## src/rtl/n1_pkg.sv

```systemverilog
`default_nettype none
// ============================================================================
// n1_pkg: shared loader state encodings, error codes and frame defaults. Rev 1.0
// ============================================================================
package n1_pkg;

    localparam logic [2:0] ST_IDLE  = 3'd0;
    localparam logic [2:0] ST_LEN   = 3'd1;
    localparam logic [2:0] ST_DATA  = 3'd2;
    localparam logic [2:0] ST_CSUM  = 3'd3;
    localparam logic [2:0] ST_DONE  = 3'd4;
    localparam logic [2:0] ST_ERROR = 3'd5;

    localparam logic [1:0] ERR_NONE    = 2'd0;
    localparam logic [1:0] ERR_LEN     = 2'd1;
    localparam logic [1:0] ERR_CSUM    = 2'd2;
    localparam logic [1:0] ERR_TIMEOUT = 2'd3;

    localparam logic [7:0] DEFAULT_SYNC_BYTE = 8'hA5;

endpackage
`default_nettype wire

```

## src/rtl/n1_prog_loader.sv

```systemverilog
`default_nettype none
// ============================================================================
// n1_prog_loader: framed byte-stream loader writing a checksummed image into core RAM. Rev 1.0
// ============================================================================
module n1_prog_loader
    import n1_pkg::*;
#(
    parameter int          RAM_BYTES      = 128,
    parameter logic [7:0]  SYNC_BYTE      = DEFAULT_SYNC_BYTE,
    parameter int          TIMEOUT_CYCLES = 1024,
    localparam int         ADDR_W         = $clog2(RAM_BYTES)
) (
    input  logic              clk,
    input  logic              rst,
    input  logic              in_valid,
    input  logic [7:0]        in_data,
    output logic              in_ready,
    output logic              ram_we,
    output logic [ADDR_W-1:0] ram_addr,
    output logic [7:0]        ram_wdata,
    input  logic              ram_ready,
    output logic              core_run,
    output logic              done,
    output logic              err,
    output logic [1:0]        err_code
);

    localparam int                TO_W     = $clog2(TIMEOUT_CYCLES + 1);
    localparam logic [TO_W-1:0]   TO_LAST  = TO_W'(TIMEOUT_CYCLES - 1);
    localparam logic [TO_W-1:0]   TO_ONE   = TO_W'(1);
    localparam logic [ADDR_W-1:0] ADDR_ONE = ADDR_W'(1);

    logic [2:0]        state;
    logic [7:0]        count;
    logic [7:0]        sum;
    logic [ADDR_W-1:0] addr;
    logic [TO_W-1:0]   tcnt;

    logic       accept;
    logic       is_sync;
    logic       len_ok;
    logic       in_frame;
    logic [7:0] sum_chk;

    // ram_we doubles as the write-buffer occupancy flag
    assign in_ready = !ram_we || ram_ready;
    assign accept   = in_valid && in_ready;
    assign is_sync  = (in_data == SYNC_BYTE);
    assign len_ok   = (in_data != 8'd0) && (int'(in_data) <= RAM_BYTES);
    assign sum_chk  = sum + in_data;
    assign in_frame = (state == ST_LEN) || (state == ST_DATA) || (state == ST_CSUM);
    assign core_run = (state == ST_DONE) && !ram_we;

    always_ff @(posedge clk or posedge rst) begin
        if (rst) begin
            state     <= ST_IDLE;
            count     <= 8'd0;
            sum       <= 8'd0;
            addr      <= '0;
            tcnt      <= '0;
            ram_we    <= 1'b0;
            ram_addr  <= '0;
            ram_wdata <= 8'd0;
            done      <= 1'b0;
            err       <= 1'b0;
            err_code  <= ERR_NONE;
        end else begin
            done <= 1'b0;
            if (ram_we && ram_ready) begin
                ram_we <= 1'b0;
            end

            case (state)
                ST_IDLE: begin
                    if (accept && is_sync) begin
                        state <= ST_LEN;
                    end
                end
                ST_LEN: begin
                    if (accept) begin
                        if (len_ok) begin
                            count <= in_data;
                            addr  <= '0;
                            sum   <= 8'd0;
                            state <= ST_DATA;
                        end else begin
                            state    <= ST_ERROR;
                            err      <= 1'b1;
                            err_code <= ERR_LEN;
                        end
                    end
                end
                ST_DATA: begin
                    if (accept) begin
                        // Later assignment wins over the drain above: drain and reload in one cycle
                        ram_we    <= 1'b1;
                        ram_addr  <= addr;
                        ram_wdata <= in_data;
                        addr      <= addr + ADDR_ONE;
                        sum       <= sum_chk;
                        count     <= count - 8'd1;
                        if (count == 8'd1) begin
                            state <= ST_CSUM;
                        end
                    end
                end
                ST_CSUM: begin
                    if (accept) begin
                        if (sum_chk == 8'd0) begin
                            state    <= ST_DONE;
                            done     <= 1'b1;
                            err      <= 1'b0;
                            err_code <= ERR_NONE;
                        end else begin
                            state    <= ST_ERROR;
                            err      <= 1'b1;
                            err_code <= ERR_CSUM;
                        end
                    end
                end
                ST_DONE, ST_ERROR: begin
                    if (accept && is_sync) begin
                        state    <= ST_LEN;
                        err      <= 1'b0;
                        err_code <= ERR_NONE;
                    end
                end
                default: begin
                    state <= ST_IDLE;
                end
            endcase

            // Stalled-by-backpressure cycles neither count nor clear the idle timer
            if (!in_frame || accept) begin
                tcnt <= '0;
            end else if (!in_valid) begin
                if (tcnt == TO_LAST) begin
                    tcnt     <= '0;
                    state    <= ST_ERROR;
                    err      <= 1'b1;
                    err_code <= ERR_TIMEOUT;
                end else begin
                    tcnt <= tcnt + TO_ONE;
                end
            end
        end
    end

endmodule
`default_nettype wire

```

## config.mk

```make
export PLATFORM = sky130hd
export DESIGN_NAME = n1_prog_loader
export DESIGN_NICKNAME = d
export VERILOG_FILES = /design/src/rtl/n1_pkg.sv /design/src/rtl/n1_prog_loader.sv
export SDC_FILE = /design/constraint.sdc
export NUM_CORES = 1
export LEC_CHECK = 0
export CAP_MARGIN = 20
export CORE_MARGIN = 5
export CORE_UTILIZATION = 31
export CTS_CLUSTER_SIZE = 16
export DETAILED_ROUTE_END_ITERATION = 10
export GPL_TIMING_DRIVEN = 0
export HOLD_SLACK_MARGIN = 0.05
export SLEW_MARGIN = 30
export SYNTH_ARGS = -nofsm -noshare
export SYNTH_HDL_FRONTEND = slang
export SYNTH_SLANG_ARGS = --single-unit
```

## constraint.sdc

```tcl
create_clock -name clk -period 2.5 [get_ports clk]
set_clock_uncertainty 0.2 [all_clocks]
set_input_delay 0.25 -clock clk [delete_from_list [all_inputs] [get_ports clk]]
set_output_delay 0.25 -clock clk [all_outputs]
set_load 0.1 [all_outputs]
```

==> impl_metrics.prom <==
# TYPE chip_impl_metric gauge
chip_impl_info{name="outcome",value="completed"} 1
chip_impl_metric{name="numClockSinks",unit=""} 57
chip_impl_info{name="clockRootBuffer",value="clkbuf_8"} 1
chip_impl_info{name="critical_path.endpoint_type",value="register"} 1
chip_impl_info{name="cp_slowest_cell",value="dfrtp_1"} 1
chip_impl_metric{name="grt_max_degree",unit=""} 38
chip_impl_metric{name="setup-violations-final",unit=""} 0
chip_impl_metric{name="die_ht",unit="um"} 110
chip_impl_metric{name="worstPathBufferInverterCount",unit=""} 1
chip_impl_info{name="mostFrequentLayoutCells",value="dfrtp_1, nand2_1, nor2_1"} 1
chip_impl_metric{name="dpl_cell_area",unit="um2"} 3650
chip_impl_metric{name="worstMarginPinSlew",unit="ps"} 983
chip_impl_metric{name="all_layer_gr_usage",unit="%"} 13.8
chip_impl_info{name="tritoncts",value="yes"} 1
chip_impl_info{name="netlist.top_cell.by_area",value="dfrtp_1"} 1
chip_impl_metric{name="clkSlewWorstSetupHoldPaths",unit="ps"} 70
chip_impl_info{name="crit_chain",value="ha_4 > fa_2 > a211oi_2 > o21bai_1 > a21oi_1 > xor2_1 > nand4_1 > buf_6 > a21oi_2 > o221ai_1"} 1
chip_impl_metric{name="fin_tns_setup",unit="ps"} 0
chip_impl_info{name="hp-start",value="in_data[6]"} 1
chip_impl_metric{name="share_of_cells_above_drive_strength_1",unit="%"} 18.1
chip_impl_metric{name="cp_max_fo",unit=""} 4
chip_impl_metric{name="number_of_cts_inserted_buffers",unit=""} 9
chip_impl_metric{name="first_iter_violations",unit=""} 121
chip_impl_metric{name="grt_pass1_vias",unit=""} 2601
chip_impl_info{name="ys.flop_type",value="dfrtp_1"} 1
chip_impl_info{name="final_common_cell",value="dfrtp_1"} 1
chip_impl_metric{name="timing.final.hold_violations",unit=""} 0
chip_impl_info{name="timing.critical_path.from_type",value="register"} 1
chip_impl_metric{name="grt_overflow_total",unit=""} 0
chip_impl_metric{name="mappedNetlistArea",unit="um2"} 3080
chip_impl_metric{name="power.total",unit="uW"} 4970
chip_impl_metric{name="antenna_found_initial",unit=""} 0
chip_impl_metric{name="max_slew_margin",unit="%"} 34.3
chip_impl_metric{name="async_flop_share",unit="%"} 100
chip_impl_metric{name="design.portCount",unit=""} 34
chip_impl_metric{name="clk_latency",unit="ps"} 340
chip_impl_metric{name="fp.coreArea",unit="um2"} 9730
chip_impl_metric{name="yosys_warnings",unit=""} 0
chip_impl_info{name="synth.top_cells.by_area",value="dfrtp_1, nand2_1, ha_1, nor2_1, a21oi_1"} 1
chip_impl_metric{name="yosys.area.top_type_share",unit="%"} 46.4
chip_impl_metric{name="critPathRequiredTime",unit="ps"} 2500
chip_impl_info{name="critPathLaunch",value="sum[0]"} 1
chip_impl_metric{name="cap_violations",unit=""} 0
chip_impl_metric{name="routedWlPerCell",unit="um"} 14.5
chip_impl_metric{name="grt_pass1_wl",unit="um"} 12700
chip_impl_info{name="criticalPathCategory",value="reg -> reg"} 1
chip_impl_metric{name="post_synth.cell_area_avg",unit="um2"} 9.13
chip_impl_info{name="unrepaired_setup_endpoints_after_global_routing",value="true"} 1
chip_impl_metric{name="die_width",unit="um"} 110
chip_impl_metric{name="post_route_antenna_net_violation_count",unit=""} 0
chip_impl_info{name="crit_family",value="compound AO/OA/AOI/OAI gates"} 1
chip_impl_metric{name="drt-total-wl",unit="um"} 7630
chip_impl_metric{name="synth_edf_count",unit=""} 0
chip_impl_metric{name="synth-seq-cells",unit=""} 57
chip_impl_metric{name="fillers",unit=""} 986
chip_impl_metric{name="mappedNetlistNets",unit=""} 361
chip_impl_metric{name="max_stage_delay",unit="ps"} 410
chip_impl_metric{name="p_leak",unit="uW"} 0.00174
chip_impl_metric{name="yosysUniqueCellTypes",unit=""} 47
chip_impl_metric{name="synth.yosys.seq_area_share",unit="%"} 46.4
chip_impl_metric{name="route.detailed.drc",unit=""} 0
chip_impl_info{name="hold_class",value="in -> reg"} 1
chip_impl_metric{name="power_density",unit="nW/um2"} 1240
chip_impl_metric{name="cts.htree.levels",unit=""} 3
chip_impl_metric{name="power.ir.vdd_worst",unit="mV"} 0.710
chip_impl_metric{name="routed_via_density",unit=""} 4.92
chip_impl_metric{name="vias",unit=""} 2584
chip_impl_metric{name="finish.net_count",unit=""} 411
chip_impl_metric{name="rows",unit=""} 36
chip_impl_metric{name="initial_core_util",unit="%"} 31.6
chip_impl_metric{name="netlist_instances",unit=""} 337
chip_impl_metric{name="stdcell_area",unit="um2"} 4000
chip_impl_metric{name="fmax",unit="MHz"} 403
chip_impl_metric{name="shortest_clock_period_the_worst_path_allows_after_layout",unit="ps"} 2480
chip_impl_metric{name="die_area",unit="um2"} 12000
chip_impl_metric{name="drt_pre_antenna_iters",unit=""} 4
chip_impl_metric{name="dp_hpwl",unit="um"} 5550
chip_impl_info{name="regToRegStartpoint",value="sum[0]"} 1
chip_impl_metric{name="gp_routability_congestion",unit=""} 0.849
chip_impl_metric{name="port_buffers",unit=""} 32
chip_impl_metric{name="final-max-slew-violation-count",unit=""} 0
chip_impl_metric{name="syn2layout_area_growth",unit="%"} 29.9
chip_impl_metric{name="min_period_over_period",unit="%"} 99.3
chip_impl_metric{name="num_antenna_cells",unit=""} 0
chip_impl_metric{name="arrival",unit="ps"} 2480
chip_impl_metric{name="cts_buffer_depth",unit=""} 2
## layer usage
layer | vias to the layer above | part of all wire [%] | track usage [%]
met5 | - | 0 | 0
met2 | 55 | 49 | 22.6
met4 | 0 | 0.45 | 4.45
met3 | 2 | 5.3 | 4.52
li1 | 1281 | - | -
met1 | 1246 | 45 | 17.1
## logic make-up (layout without fill, tap and decap cells)
| logic type | Yosys count | after routing | synth area share, % |
|---|---|---|---|
| AO/OA/AOI/OAI | 73 | 73 | 14.5 |
| XOR/XNOR | 16 | 16 | 4.56 |
| adder cells (fa/ha/maj) | 12 | 12 | 5.13 |
| buffers and inverters | 21 | 76 | 3.50 |
| flip-flops | 57 | 57 | 46.4 |
| multiplexers | 8 | 8 | 2.93 |
| AND/OR/NAND/NOR | 150 | 150 | 23.0 |
## state kept, by name, indices dropped and copies added (netlist names)
name and cells:
addr 7, count 8, state 3, ram_addr 7, done 1, err 1
ram_wdata 8, err_code 2, ram_we 1, tcnt 11, sum 8
## repair_timing
item,4_1_cts,5_1_grt
endpoints found under the hold margin,20,0
pin swaps,8,4
resized for setup,15,13
hold buffers,1,0
setup buffers,4,2
endpoints found under the setup margin,7,23
## cells in the mapped netlist (5+ instances only)
cell      number
a21oi_1       23
clkbuf_1       8
dfrtp_1       57
ha_1          11
inv_1          8
mux2_2         8
nand2_1       58
nand3_1       10
nand4_1        9
nor2_1        34
nor3_1         9
o21ai_0       19
or3_1          8
xnor2_1        5
xor2_1        11
## area by class of cell
type                       instances  area [um2]  share of cell area, %
buffer                            12        95.1                   2.38
clock buffer                      11         151                   3.79
clock inverter                     5        77.6                   1.94
inverter                           8        36.3                  0.908
multi-input combinational        259        1640                   41.1
sequential                        57        1430                   35.7
tap                              133         166                   4.17
timing repair buffer              40         398                   9.96
## stage by stage
stage	cells	util, %	hold slack (ps)	setup WS (ps)
floorplan	337	-	187	-208
global placement	502	37.3	263	-758
detailed placement	503	37.5	267	-785
CTS	524	40.7	109	6.65
global route	525	41.1	109	-121
finish	525	41.1	102	18.4
## worst register-to-register path, stage by stage, from the launching register on
cell and delay [ps]:
dfrtp_1 410, ha_4 170, fa_2 370, a211oi_2 210
o21bai_1 80, a21oi_1 170, xor2_1 220, nand4_1 140
buf_6 170, a21oi_2 110, o221ai_1 110
## report_power, final
| part | switching [uW] | internal (uW) | total (uW) |
|---|---|---|---|
| Clock | 395 | 612 | 1010 |
| Sequential | 243 | 1210 | 1460 |
| Combinational | 1710 | 793 | 2500 |
## final timing paths
path,endpoint,slack [ps],cells past startpoint
worst max-delay path,err,20,10
worst min-delay path,ram_wdata[6],100,2
worst max register to register,err,20,10
worst min register to register,ram_addr[4],280,2
max in group asynchronous,ram_we,1040,4
min in group asynchronous,ram_addr[4],560,3
Power figures use the tool's default switching activity.
